## src/rtl/mig_line_bridge.sv

```systemverilog
// Bridges an L2 cache line port to the MIG DDR user interface, moving one line as BEATS beats.
// Optional per-byte write masking is enabled by defining WRITE_MASK_EN.
module mig_line_bridge #(
   parameter int LINE_W     = 128,
   parameter int DQ_W       = 64,
   parameter int ADDR_W     = 21,
   parameter int ADDR_LSB   = 2,
   parameter int BD_CYC     = 2,
   parameter int RD_TIMEOUT = 255
) (
   input  logic                       clk,
   input  logic                       rst_n,
   input  logic [ADDR_W-1:0]          cache_addr,
   input  logic [LINE_W-1:0]          cache_wdata,
   input  logic [LINE_W/8-1:0]        cache_wstrb,
   input  logic                       cache_valid,
   output logic                       cache_ready,
   output logic [LINE_W-1:0]          cache_rdata,
   output logic                       rd_err,
   input  logic                       init_done,
   input  logic                       auto_refresh_req,
   input  logic                       ar_done,
   output logic [2:0]                 user_command_register,
   output logic [ADDR_W+ADDR_LSB-1:0] user_input_address,
   input  logic                       user_cmd_ack,
   output logic [DQ_W-1:0]            user_input_data,
   output logic [DQ_W/8-1:0]          user_data_mask,
   input  logic [DQ_W-1:0]            user_output_data,
   input  logic                       user_data_valid,
   output logic                       burst_done
);
   localparam int BEATS  = LINE_W / DQ_W;
   localparam int BYTES  = DQ_W / 8;
   localparam int LBYTES = LINE_W / 8;
   localparam int AW     = ADDR_W + ADDR_LSB;

   localparam logic [2:0] CMD_NOP  = 3'b000;
   localparam logic [2:0] CMD_INIT = 3'b010;
   localparam logic [2:0] CMD_WR   = 3'b100;
   localparam logic [2:0] CMD_RD   = 3'b110;

   typedef enum logic [3:0] {
      ST_STARTUP, ST_WAIT_INIT, ST_IDLE, ST_REFRESH,
      ST_WR_CMD, ST_WR_DATA, ST_WR_DONE,
      ST_RD_CMD, ST_RD_DATA, ST_RD_DONE
   } state_t;

   state_t              state_q, state_d;
   logic [2:0]          cmd_q, cmd_d;
   logic [AW-1:0]       addr_q, addr_d;
   logic [DQ_W-1:0]     wdat_q, wdat_d;
   logic [BYTES-1:0]    mask_q, mask_d;
   logic                bd_out_q, bd_out_d;
   logic                ready_q, ready_d;
   logic                err_out_q, err_out_d;
   logic [LINE_W-1:0]   rdata_q, rdata_d;
   logic [LINE_W-1:0]   line_q, line_d;
   logic [LINE_W-1:0]   rbuf_q, rbuf_d;
   logic [3:0]          beat_q, beat_d;
   logic [7:0]          bd_q, bd_d;
   logic [7:0]          timer_q, timer_d;
   logic                err_q, err_d;
   logic [BYTES-1:0]    beat_mask;

`ifdef WRITE_MASK_EN
   // Strobes shift alongside the write line so the top slice always belongs to the next beat.
   logic [LBYTES-1:0] strb_q, strb_d;

   always_comb begin
      strb_d = strb_q;
      if (state_q == ST_IDLE && state_d == ST_WR_CMD)
         strb_d = cache_wstrb;
      else if ((state_q == ST_WR_CMD && user_cmd_ack) ||
               (state_q == ST_WR_DATA && beat_q != 4'(BEATS)))
         strb_d = strb_q << BYTES;
   end

   always_ff @(posedge clk or negedge rst_n) begin
      if (!rst_n) strb_q <= '0;
      else        strb_q <= strb_d;
   end

   assign beat_mask = ~strb_q[LBYTES-1 -: BYTES];
`else
   assign beat_mask = '0;
`endif

   always_comb begin
      state_d   = state_q;
      cmd_d     = cmd_q;
      addr_d    = addr_q;
      wdat_d    = wdat_q;
      mask_d    = mask_q;
      bd_out_d  = bd_out_q;
      ready_d   = 1'b0;
      err_out_d = 1'b0;
      rdata_d   = rdata_q;
      line_d    = line_q;
      rbuf_d    = rbuf_q;
      beat_d    = beat_q;
      bd_d      = bd_q;
      timer_d   = timer_q;
      err_d     = err_q;
      case (state_q)
         ST_STARTUP: begin
            if (!init_done) begin
               cmd_d   = CMD_INIT;
               state_d = ST_WAIT_INIT;
            end else begin
               state_d = ST_IDLE;
            end
         end
         ST_WAIT_INIT: begin
            cmd_d = CMD_NOP;
            if (init_done) state_d = ST_IDLE;
         end
         ST_IDLE: begin
            // ready_q marks the dead cycle in which a still-held valid must not be re-accepted.
            if (auto_refresh_req) begin
               state_d = ST_REFRESH;
            end else if (cache_valid && !user_cmd_ack && !ready_q) begin
               addr_d = AW'(cache_addr) << ADDR_LSB;
               beat_d = '0;
               if (|cache_wstrb) begin
                  cmd_d   = CMD_WR;
                  line_d  = cache_wdata;
                  state_d = ST_WR_CMD;
               end else begin
                  cmd_d   = CMD_RD;
                  state_d = ST_RD_CMD;
               end
            end
         end
         ST_REFRESH: begin
            if (ar_done) state_d = ST_IDLE;
         end
         ST_WR_CMD: begin
            if (user_cmd_ack) begin
               wdat_d  = line_q[LINE_W-1 -: DQ_W];
               mask_d  = beat_mask;
               line_d  = line_q << DQ_W;
               beat_d  = 4'd1;
               state_d = ST_WR_DATA;
            end
         end
         ST_WR_DATA: begin
            if (beat_q == 4'(BEATS)) begin
               wdat_d   = '0;
               mask_d   = '0;
               bd_out_d = 1'b1;
               bd_d     = 8'd1;
               state_d  = ST_WR_DONE;
            end else begin
               wdat_d = line_q[LINE_W-1 -: DQ_W];
               mask_d = beat_mask;
               line_d = line_q << DQ_W;
               beat_d = beat_q + 4'd1;
            end
         end
         ST_RD_CMD: begin
            if (user_cmd_ack) begin
               timer_d = '0;
               beat_d  = '0;
               err_d   = 1'b0;
               state_d = ST_RD_DATA;
            end
         end
         ST_RD_DATA: begin
            // The timer only guards the first beat; later gaps are left to the MIG.
            if (user_data_valid) begin
               rbuf_d = (rbuf_q << DQ_W) | LINE_W'(user_output_data);
               beat_d = beat_q + 4'd1;
               if (beat_q == 4'(BEATS - 1)) begin
                  bd_out_d = 1'b1;
                  bd_d     = 8'd1;
                  state_d  = ST_RD_DONE;
               end
            end else if (beat_q == '0) begin
               if (timer_q == 8'(RD_TIMEOUT - 1)) begin
                  err_d    = 1'b1;
                  bd_out_d = 1'b1;
                  bd_d     = 8'd1;
                  state_d  = ST_RD_DONE;
               end else begin
                  timer_d = timer_q + 8'd1;
               end
            end
         end
         ST_WR_DONE, ST_RD_DONE: begin
            if (bd_q == 8'(BD_CYC)) begin
               bd_out_d = 1'b0;
               cmd_d    = CMD_NOP;
               ready_d  = 1'b1;
               state_d  = ST_IDLE;
               if (state_q == ST_RD_DONE) begin
                  err_out_d = err_q;
                  rdata_d   = err_q ? '0 : rbuf_q;
               end
            end else begin
               bd_d = bd_q + 8'd1;
            end
         end
         default: state_d = ST_STARTUP;
      endcase
   end

   always_ff @(posedge clk or negedge rst_n) begin
      if (!rst_n) begin
         state_q   <= ST_STARTUP;
         cmd_q     <= CMD_NOP;
         addr_q    <= '0;
         wdat_q    <= '0;
         mask_q    <= '0;
         bd_out_q  <= 1'b0;
         ready_q   <= 1'b0;
         err_out_q <= 1'b0;
         rdata_q   <= '0;
         line_q    <= '0;
         rbuf_q    <= '0;
         beat_q    <= '0;
         bd_q      <= '0;
         timer_q   <= '0;
         err_q     <= 1'b0;
      end else begin
         state_q   <= state_d;
         cmd_q     <= cmd_d;
         addr_q    <= addr_d;
         wdat_q    <= wdat_d;
         mask_q    <= mask_d;
         bd_out_q  <= bd_out_d;
         ready_q   <= ready_d;
         err_out_q <= err_out_d;
         rdata_q   <= rdata_d;
         line_q    <= line_d;
         rbuf_q    <= rbuf_d;
         beat_q    <= beat_d;
         bd_q      <= bd_d;
         timer_q   <= timer_d;
         err_q     <= err_d;
      end
   end

   assign cache_ready           = ready_q;
   assign cache_rdata           = rdata_q;
   assign rd_err                = err_out_q;
   assign user_command_register = cmd_q;
   assign user_input_address    = addr_q;
   assign user_input_data       = wdat_q;
   assign user_data_mask        = mask_q;
   assign burst_done            = bd_out_q;
endmodule

```

## config.mk

```make
export PLATFORM = sky130hd
export DESIGN_NAME = mig_line_bridge
export DESIGN_NICKNAME = d
export VERILOG_FILES = /design/src/rtl/mig_line_bridge.sv
export SDC_FILE = /design/constraint.sdc
export NUM_CORES = 1
export LEC_CHECK = 0
export CORE_MARGIN = 1.5
export CORE_UTILIZATION = 63
export CTS_BUF_LIST = sky130_fd_sc_hd__clkbuf_16
export CTS_CLUSTER_DIAMETER = 100
export DETAILED_ROUTE_END_ITERATION = 8
export DONT_BUFFER_PORTS = 1
export PLACE_DENSITY = 0.84
export SETUP_SLACK_MARGIN = 0.4
export SYNTH_ARGS = -nofsm -noshare
export SYNTH_HDL_FRONTEND = slang
export SYNTH_SLANG_ARGS = --single-unit
export TNS_END_PERCENT = 20
```

## constraint.sdc

```tcl
create_clock -name clk -period 4.6 [get_ports clk]
set_input_delay 0.92 -clock clk [delete_from_list [all_inputs] [get_ports clk]]
set_output_delay 0.92 -clock clk [all_outputs]
set_load 0.005 [all_outputs]
```

# Word level (Yosys, flattened, before mapping)
# Cells that the tools add are included.
dict set report classes {
  addsub 3
  eq_ne 34
  n_mux 66
  n_bitwise 2
  reduce_logical 26
}
# op n
set ops {}
lappend ops {{two-way mux 128 bit} 6}
lappend ops {{case mux 128 bit (3 select lines)} 1}
lappend ops {{two-way mux 64 bit} 2}
lappend ops {{bitwise OR 128 x 64 -> 128 bit} 1}
lappend ops {{case mux 64 bit (2 select lines)} 1}
lappend ops {{two-way mux 8 bit} 10}
lappend ops {{two-way mux 4 bit} 18}
lappend ops {{case mux 4 bit (9 select lines)} 1}
lappend ops {{!= test 2 bit (second input constant)} 17}
lappend ops {{case mux 8 bit (2 select lines)} 2}
lappend ops {{case mux 8 bit (3 select lines)} 1}
lappend ops {{case mux 4 bit (5 select lines)} 1}
lappend ops {{AND reduction 6 bit} 3}
lappend ops {{adder 8 x 1 -> 8 bit (second input constant)} 2}
lappend ops {{== test 4 x 3 -> 1 bit (second input constant)} 4}
lappend ops {{OR reduction 16 bit} 1}
lappend ops {{AND reduction 5 bit} 3}
lappend ops {{two-way mux 1 bit} 13}
lappend ops {{== test 4 x 2 -> 1 bit (second input constant)} 3}
lappend ops {{two-way mux 3 bit} 4}
lappend ops {{!= test 3 bit (second input constant)} 4}
lappend ops {{case mux 3 bit (4 select lines)} 1}
lappend ops {{AND reduction 10 bit} 1}
lappend ops {{== test 4 x 1 -> 1 bit (second input constant)} 2}
lappend ops {{other kinds (19)} 29}
dict set report word_totals {
  ff_bits 508
  inputBits 237
  output_inout_bits 229
  wordCells 146
}

# Logic depth before layout (Yosys ltp)
dict set report logic_depth {
  word_depth 6
  mapped_depth 11
  mapped_depth_nobuf 7
}

# Worst setup path after synthesis
# Ideal clock, no wire load.
dict set report synth_timing {
  path_type {in2reg}
  from {in auto_refresh_req}
  to {reg beat_q[3]}
  setup_time_ns 0.120
  t_arrival_ns 2.727
  required_ns 4.480
  setup_slack_ns 1.752
  cell_stages 5
  cell_sequence {or4b_1 -> a222oi_1 -> a21boi_1 -> mux2_2 -> a31o_2}
}
dict set report synth_between {
  elab_chain_len 2
}
# element line_no
set synth_rtl {}
lappend synth_rtl {{start: declaration} 21} ;# input logic auto_refresh_req,
lappend synth_rtl {{!= test 2 bit (no source line)} n/a}
lappend synth_rtl {{AND reduction 7 bit (no source line)} n/a}
lappend synth_rtl {{end signal: assignment} 236} ;# beat_q <= beat_d;
lappend synth_rtl {{end: declaration} 59} ;# logic [3:0] beat_q, beat_d;
# Every way passes these cells.
# A chain may end at the register's enable or synchronous reset.

# Worst setup path after layout
dict set report layout_timing {
  from {reg state_q[1]}
  to {reg line_q[85]}
}
dict set report layout_between {
  elab_chain_len 3
}
# element line_no
set layout_rtl {}
lappend layout_rtl {{start: declaration} 48} ;# state_t state_q, state_d;
lappend layout_rtl {{start signal: assignment} 225} ;# state_q <= state_d;
lappend layout_rtl {{== test 4 x 3 -> 1 bit / == test 4 x 2 -> 1 bit (equally long branches)} 104} ;# case (state_q)
lappend layout_rtl {{!= test 2 bit (no source line) / nonzero test 3 bit (equally long branches)} n/a}
lappend layout_rtl {{AND reduction 6 bit (no source line)} n/a}
lappend layout_rtl {{end signal: assignment} 234} ;# line_q <= line_d;
lappend layout_rtl {{end: declaration} 57} ;# logic [LINE_W-1:0] line_q, line_d;
# Parallel ways exist; a longest one is shown, timed or not.

==> impl_results.md <==
- Status: complete, but fails checks
- Violated checks: max-slew violations
- Slew Viols, Final: 299
- Synth top area share: 61.8%
- Setup bufs post-CTS: 0
- Initial DRC Count: 985
- TNS Setup: 0 ns
- Async SR Flop Fraction: 100%
- Final setup fails: 0
- Sw power: 4140 uW
- Syn-to-layout area delta: 7.36%
- Comb pwr share: 19.8%
- Most frequent cells in the layout: nand2_1 (848), dfrtp_1 (499), o21ai_0 (225)
- Die area: 33,200 um^2
- Fin. Hold Viols: 0
- Gr usage total: 27.4%
- Initial core utilization: 64.1%
- Core Area: 31,600 um^2
- Pint: 8840 uW
- Total CTS buffers: 48
- Worst Max-Slew Pin Slew: 2.35 ns
- # resized after CTS: 0
- Die width: 182 um
- GP Congestion: 0.880
- Period utilization: 65.0%
- Required time worst endpoint: 4.99 ns
- Commonest non-fill, non-tap cell in the layout: nand2_1
- Seq pwr share: 51.8%
- First drt pass iteration count: 5
- Antenna diodes: 0
- Synth Area in XOR/XNOR: 0.260%
- Critical Path, Cell by Cell: nor4b_1, a222oi_1, o211ai_1, buf_12, o21ai_0
- Number of synthesized flops with an enable pin: 0
- Final std cells w/o fill: 2,437
- Final WL: 45,900 um
- WP buf/inv: 1
- Worst vdd ir: 0.756 mV
- Vias per Instance: 5.86
- Max stage delay cell, worst path: dfrtp_1
- MaxCap Viol Count: 0
- Yosys reg bits: 499
- Vias in the first global route: 13.8k
- PwrDens: 598 nW/um^2
- Mapped Cells: 2,075
- Area leader, netlist: dfrtp_1
- Endpoint kind of the worst setup timing path: register
- Post-layout min period: 2.99 ns
- Largest net degree at the start of global routing: 500
- Antenna-violating nets left: 0
- Initial antenna violation count: 0
- Die height: 182 um
- Setup CP Type: register to register
- PortBufs: 0
- FP Rows: 65
- Via Count: 14.3k
- Post-CTS Hold Fix Bufs: 0
- Largest cells by area after synthesis: dfrtp_1 (62%), nand2_1 (16%), o21ai_0 (5.6%)
- Relative slew slack: -56.7%
- Post-synthesis cell area: 20,200 um^2
- Largest stage delay, worst path: 0.79 ns
- Clk Tree Root Cell: clkbuf_16
- Max Buffers Root-to-Sink: 3
- Net Sw Frac: 31.9%
- Clk sinks: 499
- Dpl cells: 2,350
- Top FF cell, synth: dfrtp_1
- Pleak: 0.0110 uW
- Share of layout cells above drive strength 1: 5.31%
- Post-Synth Simple-Gate Area: 18.4%
- Routed len/inst: 18.8 um
- Worst skew pair latency: 0.57 ns
- GRT overflow: 0
- Unrepaired setup endpoints after global routing: no
- Clock transition at path regs: 0.06 ns
- CP startpoint kind: register
- First-pass GRT wire length: 72,600 um
- Final net count: 2,243
- CP top delay family: flip-flops
- Post-route DRC: 0
- Worst min path class: input port to async pin
- Hpwl dp: 29,200 um
- Clk network pwr share: 28.4%
- Synth Area in Compound Gates: 11.0%
- Sequential area share after synthesis: 61.8%
- CTS tree: yes
- Distinct cell type count after synthesis: 58
- Max Clk Rate: 0.334 GHz
- Mux cell area share after synthesis: 4.55%
- Syn_area_per_cell: 9.74 um^2
- Largest family of logic cells by synthesized area: simple AND/OR/NAND/NOR gates
- Post-Synth Adder-Cell Area: 0.495%
- H-tree depth: 2
- Io pins: 466
- Yosys warnings: 0
- Skew final: 0.0279 ns
- Crit path arrival time: 3.38 ns
- Critical-path maximum fanout: 256
==> per-layer routing <==
layer	wire length [um]	global-route usage [%]	share of wire, %	vias to the layer above
met5	0	0	0	-
met3	4160	8.22	9.1	93
met4	1710	10.8	3.7	0
li1	-	-	-	6665
met2	22300	45.1	48	559
met1	17800	34.3	39	6965
==> logic make-up (layout without fill, tap and decap cells) <==
group / Yosys count / in the layout
DFF: 499 / 499
muxes: 89 / 89
buffers and inverters: 161 / 111
other: 1 / 11
xor gates and xnor gates: 6 / 6
adders and majority gates: 8 / 8
AOI/OAI and AO/OA: 373 / 373
and+or+nand+nor: 938 / 938
==> sequential cells by signal, summed over array words and instances, names as in the netlist <==
name,count
err_q,1
beat_q,4
cache_rdata,128
user_input_data,64
user_command_register,2
rbuf_q,128
state_q,4
line_q,128
bd_q,8
user_input_address,21
rd_err,1
burst_done,1
cache_ready,1
timer_q,8
==> power groups by stage <==
stage | clock network, uW | logic (uW) | registers (uW)
detailed placement | 0 | 2550 | 6770
CTS | 3740 | 2580 | 6720
floorplan | 0 | 2300 | 6340
finish | 3680 | 2570 | 6730
global placement | 0 | 2380 | 6720
global route | 3930 | 2920 | 6850
==> through the flow <==
step	area, um^2	util, %	worst slack, ns	hold slack, ns	total power, uW
6_report	21700	68.8	1.61	0.0592	13000
5_1_grt	21700	68.8	1.41	0.0370	13700
4_1_cts	21700	68.8	1.64	0.0385	13000
3_5_place_dp	20200	64.1	1.51	0.462	9320
3_3_place_gp	20200	64.1	1.61	0.457	9100
2_1_floorplan	20300	-	1.75	0.446	8640
==> synthesized netlist by cell type, drive strengths merged (3+ instances only) <==
library cell and count:
inv 14, ha 8, mux2i 66, nor4b 4, o22a 4, nor3b 3, xor2 4, a22o 64
nand2 848, and3 10, a31oi 3, mux2 23, or3 4, nor2b 4, nand2b 4, nor4 6
buf 47, a211o 3, a31o 4, o22ai 3, a21oi 7, clkbuf 100, nand3 11, nor3 5
o21ai 267, dfrtp 499, nor2 22, nand4 7
==> final timing paths <==
path	to	cells after the start	slack (ns)	startpoint
max	line_q[85]	5	1.61	state_q[1]
min	cache_rdata[100]	0	0.06	rst_n
max reg2reg	line_q[85]	5	1.61	state_q[1]
min reg2reg	rbuf_q[122]	2	0.47	rbuf_q[122]
max in group asynchronous	user_input_address[21]	0	2.67	rst_n
min in group clk	rbuf_q[5]	2	0.46	user_output_data[5]
==> layout make-up <==
type / instances / area (um^2)
Inverter: 14 / 55.1
Timing Repair Buffer: 10 / 100
Multi-Input combinational cell: 1425 / 7090
Clock buffer: 50 / 1250
Clock inverter: 37 / 215
Tap cell: 402 / 503
Sequential cell: 499 / 12500
Fill cell: 2270 / 9850
(Power assumes the default switching activity.)
